### config.mk
export PLATFORM = sky130hd
export DESIGN_NAME = armleo_mem_1rwm_ctrl
export DESIGN_NICKNAME = d
export VERILOG_FILES = /design/src/rtl/armleo_mem_1rwm.sv
export SDC_FILE = /design/constraint.sdc
export NUM_CORES = 1
export LEC_CHECK = 0
export CAP_MARGIN = 20
export CORE_AREA = 2 2 113 115
export CTS_CLUSTER_DIAMETER = 40
export DETAILED_ROUTE_END_ITERATION = 7
export DIE_AREA = 0 0 115 117
export PLACE_DENSITY_LB_ADDON = 0.05
export SLEW_MARGIN = 0
export SYNTH_ARGS = -nofsm -noshare
export SYNTH_HDL_FRONTEND = slang
export SYNTH_SLANG_ARGS = --single-unit
### constraint.sdc
create_clock -name clk -period 4.91 [get_ports clk]
set_clock_uncertainty 0.2 [all_clocks]
set_input_delay 0.982 -clock clk [delete_from_list [all_inputs] [get_ports clk]]
set_output_delay 0.982 -clock clk [all_outputs]
set_load 0.05 [all_outputs]
### src/rtl/armleo_mem_1rwm.sv
// Request/response front-end for armleo_mem_1rwm: one issue stage (s1) capturing the
// 1-cycle memory read, followed by a 2-entry in-order response FIFO.
module armleo_mem_1rwm_ctrl #(
  parameter int DEPTH_LOG2 = 7,
  parameter int WIDTH      = 32,
  parameter int GRANULITY  = 8
) (
  input  logic                          clk,
  input  logic                          rst,
  input  logic                          req_valid,
  output logic                          req_ready,
  input  logic                          req_write,
  input  logic [DEPTH_LOG2-1:0]         req_address,
  input  logic [WIDTH/GRANULITY-1:0]    req_writeenable,
  input  logic [WIDTH-1:0]              req_writedata,
  output logic                          rsp_valid,
  input  logic                          rsp_ready,
  output logic                          rsp_write,
  output logic [WIDTH-1:0]              rsp_readdata,
  output logic [DEPTH_LOG2-1:0]         mem_address,
  output logic                          mem_read,
  input  logic [WIDTH-1:0]              mem_readdata,
  output logic                          mem_write,
  output logic [WIDTH/GRANULITY-1:0]    mem_writeenable,
  output logic [WIDTH-1:0]              mem_writedata
);

`ifdef SIMULATION
  if (WIDTH % GRANULITY != 0) begin : g_bad_granulity
    $fatal(1, "WIDTH must be a multiple of GRANULITY");
  end
`endif

  typedef struct packed {
    logic             write;
    logic [WIDTH-1:0] data;
  } rsp_t;

  rsp_t [1:0] fifo;
  logic       wptr, rptr;
  logic [1:0] count;
  logic       s1_valid, s1_write;
  logic       issue, push, pop;

  // Stall only when s1 has nowhere to go; a same-cycle pop is deliberately ignored
  // so rsp_ready never reaches req_ready combinationally.
  assign req_ready = !rst && !(s1_valid && count == 2'd2);
  assign issue     = req_valid && req_ready;

  assign mem_read        = issue && !req_write;
  assign mem_write       = issue && req_write;
  assign mem_address     = req_address;
  assign mem_writeenable = req_writeenable;
  assign mem_writedata   = req_writedata;

  assign rsp_valid    = count != 2'd0;
  assign rsp_write    = rsp_valid && fifo[rptr].write;
  assign rsp_readdata = rsp_valid ? fifo[rptr].data : '0;

  assign pop  = rsp_valid && rsp_ready;
  assign push = s1_valid && (count != 2'd2 || pop);

  always_ff @(posedge clk) begin
    if (rst) begin
      s1_valid <= 1'b0;
      s1_write <= 1'b0;
      count    <= 2'd0;
      wptr     <= 1'b0;
      rptr     <= 1'b0;
    end else begin
      if (issue) begin
        s1_valid <= 1'b1;
        s1_write <= req_write;
      end else if (push) begin
        s1_valid <= 1'b0;
      end
      // mem_readdata is still valid while s1 stalls: no read can issue then.
      if (push) begin
        fifo[wptr].write <= s1_write;
        fifo[wptr].data  <= s1_write ? '0 : mem_readdata;
        wptr             <= ~wptr;
      end
      if (pop) rptr <= ~rptr;
      count <= count + {1'b0, push} - {1'b0, pop};
    end
  end

endmodule

**After elaboration in Yosys (flattened, before gate mapping)**

Index checks and enable logic that the tools add are counted.

- Input port bits: 80
- Bits in registers: 72
- Logic and storage cells: 47
- Output and inout port bits: 80

- Add/sub/neg operators: 2
- Order comparisons: 3
- Mux-type cells: 12
- Eq/ne operators: 2
- Bitwise logic cells: 3
- Reduce and logical (&&, ||, !) cells: 16

Operator list:

| cell | number |
|---|---|
| $bwmux 66 | 2 |
| $mux 33 | 3 |
| $mux 32 | 3 |
| $demux 33 s1 | 2 |
| $logic_and 1x1->1 | 9 |
| $lt 1x2->1 const B | 2 |
| $reduce_bool 2->1 | 2 |
| $logic_not 1->1 | 3 |
| $not 1->1 | 3 |
| $add 2x1->2 | 1 |
| $eq 2x2->1 const B | 1 |
| $mux 1 | 2 |
| $ne 2x2->1 const B | 1 |
| $reduce_and 2->1 | 1 |
| $sub 2x1->2 | 1 |
| $ge 1x1->1 const B | 1 |
| $logic_or 1x1->1 | 1 |

**Logic depth before layout (Yosys ltp)**

Gate-level depths: netlist of the first run.

- Depth after elaboration: 6
- Gate-level depth with buffers: 7
- Depth with buffers taken out: 7

**Least setup slack after synthesis of the first run**

OpenSTA, ideal clock, no wires.

- Kind: input to register
- Start point: in rst
- End point: reg fifo[33] (netlist name), enable pin
- Stages: 2
- Library setup time: 0.471 ns
- Data arrival time: 3.639 ns
- Path slack: 0.599 ns
- Buffers on the path: 1
- Data required time: 4.239 ns
- Cell sequence: buf_2 -> nor3b_1

- Word-level cells in the longest chain between the ends: 2

Ends and longest elaborated chain:

| item | line | RTL |
|---|---|---|
| start, declared | 9 | `input logic rst,` |
| $not 1->1 (no source line) | n/a |  |
| $reduce_and 2->1 (no source line) | n/a |  |
| end, declared | 39 | `rsp_t [1:0] fifo;` |

No other way between the ends.
A chain may end at the register's enable or synchronous reset.

**Final worst setup path of the first run**

- Start point: in rst
- End point: out mem_read

- Word-level cells in the longest chain between the ends: 4

Ends and longest elaborated chain:

| item | line | RTL |
|---|---|---|
| $logic_not 1->1 | 47 | `assign req_ready = !rst && !(s1_valid && count == 2'd2);` |
| $logic_and 1x1->1 | 47 |  |
| $logic_and 1x1->1 | 48 | `assign issue = req_valid && req_ready;` |
| $logic_and 1x1->1 | 50 | `assign mem_read = issue && !req_write;` |
| end, declared | 21 | `output logic mem_read,` |

No other way between the ends.

==> impl_metrics.toml, run 1 <==
[run_status]
status = "finished clean"

[timing]
rsz0062_at_grt = "false"
post-route-min-period_ps = 3990
slew_viol_final = 0
holdWs_ps = 333
finalSetupTns_ps = 0
fmax_mhz = 251
finalHoldViolCount = 0
slew_headroom = 0.390
setup_violations = 0
min_period_over_period = 0.813
worstMarginPinSlew_ps = 913
setup_ws_ps = 919

[clocking]
cts_buffer_depth = 2
hold_buffers = 0
htreeDepth = 3
cts_setup_buffers = 0
path_clk_slew_ps = 60
cts_resized = 0
cts_root_buf = "clkbuf_16"
clk_latency_ps = 320
cts_buffers = 9
tritoncts = "done"
cts.sinks = 72

[grt]
grt_pass1_vias = 2167
grt_overflow_total = 0
grt_start_max_net_pins = 35
track_usage = 0.117
antenna_found_initial = 0
grt_pass1_wl_um = 11500

[placement]
hpwl_um = 4690
gp_congestion = 0.662
postPlaceCellArea_sq_mm = 0.00419
placed_cells = 464
post-place-ws_ps = 911
portBuffers = 73

[min_path]
hold_start = "s1_write$_SDFFE_PP0P_"
hold_depth = 0
hold_path_end = "fifo[65]$_DFFE_PP_"
timing.hold.worst.class = "flip-flop to flip-flop"

[routing]
vias = 2055
drtIter0Drc = 47
vias_per_cell = 4.28
post_drt_wl_per_cell_um = 15.6
wl_um = 7500
first_pass_iters = 4
drc = 0
antenna_left = 0

[floorplanning]
die_w_um = 115
fp.dieH_um = 117
initial_core_util = 0.291
fp.coreArea_sq_mm = 0.0123
top_level_ports = 160
placementRows = 41
dieArea_sq_mm = 0.0135

[synthesis]
yosysSeqAreaShare = 0.587
syn_area_per_cell_sq_um = 12.3
synth-async-reset-ratio = 0
synth_top_area_cell = "edfxtp_1"
synthTopCellsByArea = "edfxtp_1, and2_1, buf_4, mux2i_1, nor2_1"
synth_top_area_share = 0.553
synth.most_common_cell = "edfxtp_1"
ys_ff_latch = 72
yosys_warnings = 0
syn-num-nets = 373
synth-edff-count = 66
netlist_area_sq_mm = 0.00358
ys_types = 27
synth_cells = 291
ys_top_cells_by_count = "edfxtp_1, and2_1, buf_4"
synth-main-ff-cell = "edfxtp_1"

[power]
p_leak_nw = 1.59
power.density_mw_per_mm2 = 543
vdd_drop_max_v = 0.000197

[critical_path]
path_class = "primary input to output port"
cp_num_buf_inv = 2
cp_slowest_cell = "clkdlybuf4s50_1"
startpoint = "rst"
cp-end-kind = "output port"
crit_family = "buffers and inverters"
cp.arrival_ps = 2810
cpPeakStageDelay_ps = 800
r2r_slack_ps = 3150
timing.rr.start = "count[1]$_SDFF_PP0_"
r2r-end = "count[1]$_SDFF_PP0_"
worstRegToRegCells = 7
crit_chain = "clkdlybuf4s50_1 -> nor2b_4 -> and3b_1 -> clkdlybuf4s50_1"
cp_max_fo = 10
timing.critical_path.mode_cell = "clkdlybuf4s50_1"
startpoint_type = "primary input"
crit_required_ps = 3730

[final_layout]
fin_cells = 480
antennaDiodeCount = 0
multi_input_area_sq_mm = 0.00107
syn_to_final_growth_pct = 25.6
drive_above_1_share = 0.0848
seq_area_sq_mm = 0.00210
nFillCells = 1254
final_nets = 407
design_area_sq_mm = 0.00450

[flow_run]
cap_violations = 0
==> metal layers <==
metal | routed length, um | GRT usage | vias to the layer above | part of all wire
li1 | - | - | 1006 | -
met1 | 3130 | 0.139 | 958 | 0.42
met2 | 3590 | 0.189 | 65 | 0.48
met3 | 556 | 0.0391 | 26 | 0.074
met4 | 214 | 0.0643 | 0 | 0.029
met5 | 0 | 0 | - | 0
==> cell type report <==
| type | instances | share of cell area |
|---|---|---|
| Inverter | 5 | 0.00417 |
| Clock buffer | 9 | 0.0501 |
| Tap cell | 150 | 0.0417 |
| Multi-Input combinational cell | 157 | 0.239 |
| Clock inverter | 7 | 0.0192 |
| Timing Repair Buffer | 80 | 0.179 |
| Sequential cell | 72 | 0.467 |
==> worst reg2reg max path, cell delays in order (launching register included) <==
cell and delay [ps]:
dfxtp_1 370, o21ai_0 300, inv_1 80, ha_1 270
inv_1 40, ha_1 170, xnor2_1 160, nor2_1 50
==> cell families after synthesis <==
group	share of synthesized area
buffers and inverters	0.118
adders and majority gates	0.00699
xor gates and xnor gates	0.00734
and+or+nand+nor	0.174
DFF	0.587
muxes	0.0982
AOI/OAI and AO/OA	0.00839
==> cell usage in the layout (no fill, tap or decap), types with 2 or more instances in the layout <==
cell type	Yosys	final
and2_1	64	64
buf_4	47	6
bufinv_16	0	2
clkbuf_16	0	9
clkdlybuf4s50_1	0	73
clkinv_1	0	2
clkinv_2	0	2
dfxtp_1	6	5
edfxtp_1	66	66
ha_1	2	2
inv_1	5	5
mux2i_1	34	34
nor2_1	38	37
nor2b_1	2	2
xor2_1	2	2
==> state kept, by name, indices dropped and copies added, names as in the netlist <==
name      cells
s1_write      1
count         2
fifo         66
wptr          1
rptr          1
s1_valid      1
==> stage by stage <==
stage                     total power [mW]   util
after global placement                1.79  0.338
after detailed placement              1.79  0.340
after floorplan                       1.54      -
after CTS                             2.49  0.365
after global routing                  2.57  0.365
final                                 2.44  0.365
==> report_power, final <==
group	switching (mW)	internal, mW	total (mW)	leakage [nW]
registers	0.0297	0.713	0.742	0.661
logic	0.667	0.348	1.01	0.770
clock network	0.244	0.440	0.684	0.154
total	0.941	1.50	2.44	1.59
==> worst max-delay path by stage <==
stage / slack (ps) / depth (start not counted) / to
3_5_place_dp: 910 / 4 / mem_write
2_1_floorplan: 600 / 2 / fifo[33]$_DFFE_PP_
3_3_place_gp: 930 / 4 / mem_write
4_1_cts: 900 / 4 / mem_read
5_1_grt: 810 / 4 / mem_read
6_report: 920 / 4 / mem_read
(Power assumes the default switching activity.)
==> inputs of run 2 (changes only) <==
==> constraint.sdc (replaced) <==
create_clock -name clk -period 3.7 [get_ports clk]
set_clock_uncertainty 0.2 [all_clocks]
set_input_delay 0.74 -clock clk [delete_from_list [all_inputs] [get_ports clk]]
set_output_delay 0.74 -clock clk [all_outputs]
set_load 0.05 [all_outputs]
==> run 2 against run 1 <==
Global-route usage down 0.29 points. Hold slack better by 7.7 ps. Non-clock buffer count down 1. Via count down 0.19%. First-iteration DRC count up 36%. Critical path depth unchanged. Core utilization about the same. Register-to-register slack worse by 1400 ps. Critical path type is now flip-flop to output port. Largest cell class unchanged.
==> impl_metrics.toml, run 2 (synthesis gave the netlist of run 1 again) <==
[clocking]
cts_setup_buffers = 0
htreeDepth = 3
hold_buffers = 0
clk_latency_ps = 320
path_clk_slew_ps = 60
cts.sinks = 72
cts_resized = 0
tritoncts = "done"
cts_root_buf = "clkbuf_16"
cts_buffer_depth = 2
cts_buffers = 9

[power]
p_leak_nw = 1.58
power.density_mw_per_mm2 = 705
vdd_drop_max_v = 0.000263

[routing]
drc = 0
post_drt_wl_per_cell_um = 15.2
first_pass_iters = 4
wl_um = 7270
vias_per_cell = 4.28
antenna_left = 0
vias = 2051
drtIter0Drc = 64

[min_path]
timing.hold.worst.class = "flip-flop to flip-flop"
hold_depth = 0
hold_start = "s1_write$_SDFFE_PP0P_"
hold_path_end = "fifo[65]$_DFFE_PP_"

[critical_path]
cp_max_fo = 19
startpoint = "count[0]$_SDFF_PP0_"
crit_chain = "nor2_4 -> buf_4 -> nor2_1 -> clkdlybuf4s50_1"
cp_slowest_cell = "clkdlybuf4s50_1"
cp-end-kind = "output port"
crit_required_ps = 2760
r2r_slack_ps = 1720
worstRegToRegCells = 4
cp.arrival_ps = 2190
r2r-end = "fifo[60]$_DFFE_PP_"
path_class = "flip-flop to output port"
startpoint_type = "flip-flop"
timing.rr.start = "count[0]$_SDFF_PP0_"
cpPeakStageDelay_ps = 700

[final_layout]
layout_common_cells = "clkdlybuf4s50_1, edfxtp_1, and2_1"
final_nets = 406
syn_to_final_growth_pct = 25.8
antennaDiodeCount = 0
layout_commonest_cell = "clkdlybuf4s50_1"
fin_util = 0.366
largestRegisters = "fifo: 66 flops, count: 2 flops"
largest_reg_flops = 66
nFillCells = 1215
drive_above_1_share = 0.0881
top_register = "fifo"

[floorplanning]
top_level_ports = 160
fp.dieH_um = 117
fp.coreArea_sq_mm = 0.0123
placementRows = 41
dieArea_sq_mm = 0.0135
initial_core_util = 0.291
die_w_um = 115

[timing]
fmax_mhz = 319
rsz0062_at_grt = "false"
post-route-min-period_ps = 3130
slew_viol_final = 0
worstMarginPinSlew_ps = 640
setup_ws_ps = 569
setup_violations = 0
min_period_over_period = 0.846
finalHoldViolCount = 0
finalSetupTns_ps = 0
slew_headroom = 0.573

[grt]
grt_start_max_net_pins = 31
grt_pass1_wl_um = 11200
grt_pass1_vias = 2053
grt_overflow_total = 0
antenna_found_initial = 0
track_usage = 0.114

[run_status]
status = "finished clean"

[flow_run]
cap_violations = 0

[placement]
gp_congestion = 0.684
post-place-ws_ps = 706
hpwl_um = 4600
portBuffers = 73
## run 2: power by group
part | total (mW) | switching [mW] | leakage (nW) | internal (mW)
combinational | 1.37 | 0.893 | 0.783 | 0.480
clock | 0.825 | 0.306 | 0.140 | 0.519
sequential | 0.980 | 0.0341 | 0.661 | 0.946
total | 3.18 | 1.23 | 1.58 | 1.94
## run 2: worst max path at each step
stage,to,cells past startpoint
after floorplan,fifo[33]$_DFFE_PP_,2
after global placement,mem_write,4
after detailed placement,mem_read,4
after CTS,rsp_readdata[26],4
after global routing,rsp_readdata[17],4
final,rsp_readdata[26],4
## run 2: layout make-up
cell class,instances,area [sq um],area share
Multi-Input combinational cell,157,1090,0.241
Timing Repair Buffer,79,826,0.183
Sequential cell,72,2100,0.467
Inverter,5,18.8,0.00417
Clock buffer,12,236,0.0525
Clock inverter,4,45.0,0.0100
Tap cell,150,188,0.0417
## run 2: layer usage
| layer | vias to the layer above | part of all wire | GRT usage |
|---|---|---|---|
| li1 | 1006 | - | - |
| met1 | 967 | 0.45 | 0.147 |
| met2 | 66 | 0.48 | 0.187 |
| met3 | 12 | 0.050 | 0.0232 |
| met4 | 0 | 0.013 | 0.0546 |
| met5 | - | 0 | 0 |
## run 2: worst max-delay path: cells and delay by family (launching register included)
family | cells | cell delay, ps
AND/OR/NAND/NOR | 2 | 480
buffers and inverters | 2 | 1030
flip-flops | 1 | 350
## run 2: metrics by stage
stage | hold slack [ps] | cell area [sq um] | instances | power [mW]
after floorplan | 263 | 3590 | 291 | 2.05
after global routing | 361 | 4500 | 479 | 3.35
final | 340 | 4500 | 479 | 3.18
after global placement | 325 | 4200 | 462 | 2.39
after detailed placement | 332 | 4220 | 463 | 2.40
after CTS | 341 | 4500 | 479 | 3.24
==> inputs of run 3 (changes only) <==
==> constraint.sdc (replaced) <==
create_clock -name clk -period 2.95 [get_ports clk]
set_clock_uncertainty 0.2 [all_clocks]
set_input_delay 0.59 -clock clk [delete_from_list [all_inputs] [get_ports clk]]
set_output_delay 0.59 -clock clk [all_outputs]
set_load 0.05 [all_outputs]
==> run 3 against run 2 <==
First-iteration DRC count up 53%. Critical path type unchanged. Largest cell class unchanged. Register-to-register slack worse by 630 ps. Clock-buffer cell count down 2. Largest power group unchanged. Critical endpoint is now rsp_readdata[4]. Final area down 0.56%. Worst setup slack worse by 360 ps.
==> impl_metrics.toml, run 3 (synthesis gave the netlist of run 1 again) <==
[timing]
post-route-min-period_ps = 2740
finalSetupTns_ps = 0
slew_viol_final = 0
slew_headroom = 0.551
fmax_mhz = 365
worstMarginPinSlew_ps = 673
min_period_over_period = 0.928
setup_ws_ps = 212
setup_violations = 0
finalHoldViolCount = 0
rsz0062_at_grt = "false"

[floorplanning]
placementRows = 41
dieArea_sq_mm = 0.0135
fp.dieH_um = 117
initial_core_util = 0.291
top_level_ports = 160
die_w_um = 115
fp.coreArea_sq_mm = 0.0123

[grt]
globalRouteMet3Util = 0.0340
busiest_layer = "met2"
use_met1 = 0.151
track_usage = 0.118
grtUsageMet2 = 0.189
grt_start_max_net_pins = 21
grt_pass1_wl_um = 11700
grt_overflow_total = 0
antenna_found_initial = 0
grt_pass1_vias = 2135

[routing]
vias = 2085
antenna_left = 0
wl_um = 7600
drtIter0Drc = 98
first_pass_iters = 4
post_drt_wl_per_cell_um = 15.7
drc = 0
vias_per_cell = 4.31

[clocking]
htreeDepth = 3
cts_resized = 0
cts_setup_buffers = 0
cts.sinks = 72
cts_root_buf = "clkbuf_16"
cts_buffers = 9
clk_latency_ps = 320
hold_buffers = 0
path_clk_slew_ps = 60
cts_buffer_depth = 2
tritoncts = "done"

[placement]
post-place-ws_ps = 393
placed_cells = 468
gp_congestion = 0.713
portBuffers = 73
hpwl_um = 4940

[final_layout]
layout_commonest_cell = "edfxtp_1"
fin_cells = 484
largest_reg_flops = 66
final_nets = 411
syn_to_final_growth_pct = 25.1
largestRegisters = "fifo: 66 flops, count: 2 flops"
layout_common_cells = "edfxtp_1, and2_1, clkdlybuf4s50_1"
drive_above_1_share = 0.171
top_register = "fifo"
antennaDiodeCount = 0

[power]
seqPwrFrac = 0.317
p_leak_nw = 1.64
vdd_drop_max_v = 0.000508
p_switching_mw = 1.58
p_int_mw = 2.39
switching_share = 0.398
power.density_mw_per_mm2 = 888
power_frac_comb = 0.415
p_clk_frac = 0.268

[run_status]
status = "finished clean"

[min_path]
timing.hold.worst.class = "flip-flop to flip-flop"

[critical_path]
cp-end-kind = "output port"
cp_max_fo = 17
path_class = "flip-flop to output port"
cp.arrival_ps = 1950
startpoint_type = "flip-flop"
crit_required_ps = 2160

[flow_run]
cap_violations = 0
## run 3: cell count changes in the layout (fill, tap and decap cells not counted)
| cell | delta |
|---|---|
| clkinvlp_4 | +2 |
| dfxtp_2 | -1 |
| clkdlybuf4s50_1 | -21 |
| buf_16 | -1 |
| buf_4 | +27 |
| dfxtp_4 | +1 |
| clkbuf_1 | -2 |
## run 3: power groups by stage
stage          clock network [mW]  logic (mW)  registers [mW]
2_1_floorplan                   0        1.34            1.23
5_1_grt                      1.14        1.77            1.27
3_3_place_gp                    0        1.68            1.28
3_5_place_dp                    0        1.69            1.28
4_1_cts                      1.09        1.69            1.26
6_report                     1.06        1.65            1.26
## run 3: per-layer routing
| metal | up-vias | wire, um |
|---|---|---|
| li1 | 1013 | - |
| met1 | 992 | 3460 |
| met2 | 65 | 3550 |
| met3 | 15 | 486 |
| met4 | 0 | 108 |
| met5 | - | 0 |
## run 3: final timing paths
check,start,end,slack (ps),cells past startpoint
worst max register to register,count[1]$_SDFF_PP0_,count[0]$_SDFF_PP0_,1090,6
worst min register to register,s1_write$_SDFFE_PP0P_,fifo[65]$_DFFE_PP_,360,0
worst min-delay path,s1_write$_SDFFE_PP0P_,fifo[65]$_DFFE_PP_,360,0
worst max-delay path,count[0]$_SDFF_PP0_,rsp_readdata[4],210,3
## run 3: through the flow
stage / instance area (sq um) / hold WS, ps / util / total power, mW
after global placement: 4190 / 347 / 0.340 / 2.96
final: 4480 / 356 / 0.364 / 3.98
after detailed placement: 4190 / 351 / 0.340 / 2.97
after CTS: 4480 / 361 / 0.364 / 4.04
after floorplan: 3590 / 263 / - / 2.57
after global routing: 4480 / 379 / 0.364 / 4.17
## run 3: cell type report
type | instances | area [sq um]
Clock buffer | 10 | 229
Sequential cell | 72 | 2110
Multi-Input combinational cell | 157 | 1090
Clock inverter | 6 | 60.1
Fill cell | 1252 | 7830
Timing Repair Buffer | 84 | 791
Tap cell | 150 | 188
Inverter | 5 | 18.8
## run 3: critical path, stage by stage, from the launching register on
cell	delay, ps
dfxtp_1	360
nor2_4	420
nor2_1	110
clkdlybuf4s50_1	720
==> RTL edit (config.mk and constraints of run 3) <==
Set the parameter `GRANULITY` to 4 (it was 8).
--- a/src/rtl/armleo_mem_1rwm.sv
+++ b/src/rtl/armleo_mem_1rwm.sv
@@ -5,3 +5,3 @@
   parameter int WIDTH      = 32,
-  parameter int GRANULITY  = 8
+  parameter int GRANULITY  = 4
 ) (
Interface: changed (resized mem_writeenable and req_writeenable); port bits go from 160 to 168. The function was not compared with the original's and may differ.
==> RTL edit against run 3 <==
- total power increased by 7.2%
- routed wire length increased by 2.1%
- critical endpoint is now rsp_readdata[28]
- global-route usage increased by 0.30 points
- worst setup slack got worse by 0.12 ns
- sequential cell count unchanged
- synthesized area increased by 0.84%
- cell area increased by 2.9%
- combinational power increased by 7%
==> RTL edit: results (changes against run 3) <==
Drt
  – Vias per cell: 4.32 (was 4.31)
  – Wl on met1: 3.15 mm (was 3.46 mm)
  – DR WL/cell: 16.0 µm (was 15.7 µm)
  – DRT iter0 DRCs: 54 (was 98)
  – Post-Route WL: 7.77 mm (was 7.60 mm)

Cells and area
  – Layout cells sized above 1: 15.0% (was 17.1%)
  – Signal buffers: 83 (was 84)
  – Clock-cell share of area: 7.47% (was 6.45%)
  – Final Instance Area: 4610 µm² (was 4480 µm²)
  – Comb_multi_in: 158 (was 157)
  – # clk buffers: 9 (was 10)
  – Fin nets: 415 (was 411)
  – Signal buffers share of area: 18.6% (was 17.7%)
  – Fill cell count: 1232 (was 1252)
  – FFs & Latches: 72 (unchanged)

Pwr
  – Leak Pwr: 0.00176 µW (was 0.00164 µW)
  – VDD IR max: 0.257 mV (was 0.508 mV)
  – Power density cells: 925 nW/µm² (was 888 nW/µm²)
  – Sequential Power Share: 29.1% (was 31.7%)
  – Switching Share: 38.2% (was 39.8%)
  – Clock network power: 1260 µW (was 1060 µW)

STA
  – Slew margin rel.: 57.3% (was 55.1%)

Worst setup path
  – R2R setup slack: 0.92 ns (was 1.09 ns)
  – CP arrival: 2.07 ns (was 1.95 ns)
  – Critical Path Max Stage Delay: 0.81 ns (was 0.72 ns)

Synthesis
  – Seq/Total Area, Yosys: 58.2% (was 58.7%)
  – Most frequent cells after synthesis: 66 x edfxtp_1, 64 x and2_1, 51 x buf_4, 38 x nor2_1, 34 x mux2i_1 (was 66 x edfxtp_1, 64 x and2_1, 47 x buf_4, 38 x nor2_1, 34 x mux2i_1)
  – Syn nets: 381 (was 373)
  – Syn Area/Cell: 12.2 µm² (was 12.3 µm²)
  – Ranking of synthesized cells by area: edfxtp_1 55%, and2_1 11%, buf_4 11%, mux2i_1 9.4%, nor2_1 4.0% (was edfxtp_1 55%, and2_1 11%, buf_4 9.9%, mux2i_1 9.5%, nor2_1 4.0%)

Clocking
  – Root Buffer: clkbuf_16 (unchanged)
  – Clock Latency Late Sink: 0.33 ns
  – CTS resizes: 1 (was 0)

Placement
  – Post-DP HPWL: 4.75 mm (was 4.94 mm)
  – Placed Area: 4220 µm² (was 4190 µm²)
  – Place WS: 0.189 ns (was 0.393 ns)
  – Placer Congestion: 0.659 (was 0.713)

GRT
  – Vias in the first global route: 2170 (was 2135)
  – GRT met1 Usage: 13.3% (was 15.1%)
  – Global-route wire length before repair: 11.6 mm (was 11.7 mm)
  – Met2 usage: 21.4% (was 18.9%)
  – Met3 Use GR: 2.99% (was 3.40%)

Outcome
  – Run status: finished clean (unchanged)
RTL edit: how the worst max path moves through the flow:
stage,startpoint,to,slack (ns),depth (start not counted)
floorplan,rst,fifo[33]$_DFFE_PP_,0.19,2
global placement,count[0]$_SDFF_PP0_,rsp_readdata[0],0.19,3
detailed placement,count[0]$_SDFF_PP0_,rsp_readdata[0],0.19,3
CTS,count[0]$_SDFF_PP0_,rsp_readdata[0],0.02,3
global route,count[1]$_SDFF_PP0_,rsp_readdata[21],0.006,4
finish,count[1]$_SDFF_PP0_,rsp_readdata[28],0.09,4
RTL edit: logic make-up (layout without fill, tap and decap cells):
family	Yosys count	in the layout	share of synthesized area, %
AO/OA/AOI/OAI	4	4	0.832
XOR/XNOR	3	3	0.728
adder cells (fa/ha/maj)	2	2	0.693
buffers and inverters	66	104	12.5
flip-flops	72	72	58.2
multiplexers	35	35	9.74
AND/OR/NAND/NOR	113	114	17.3
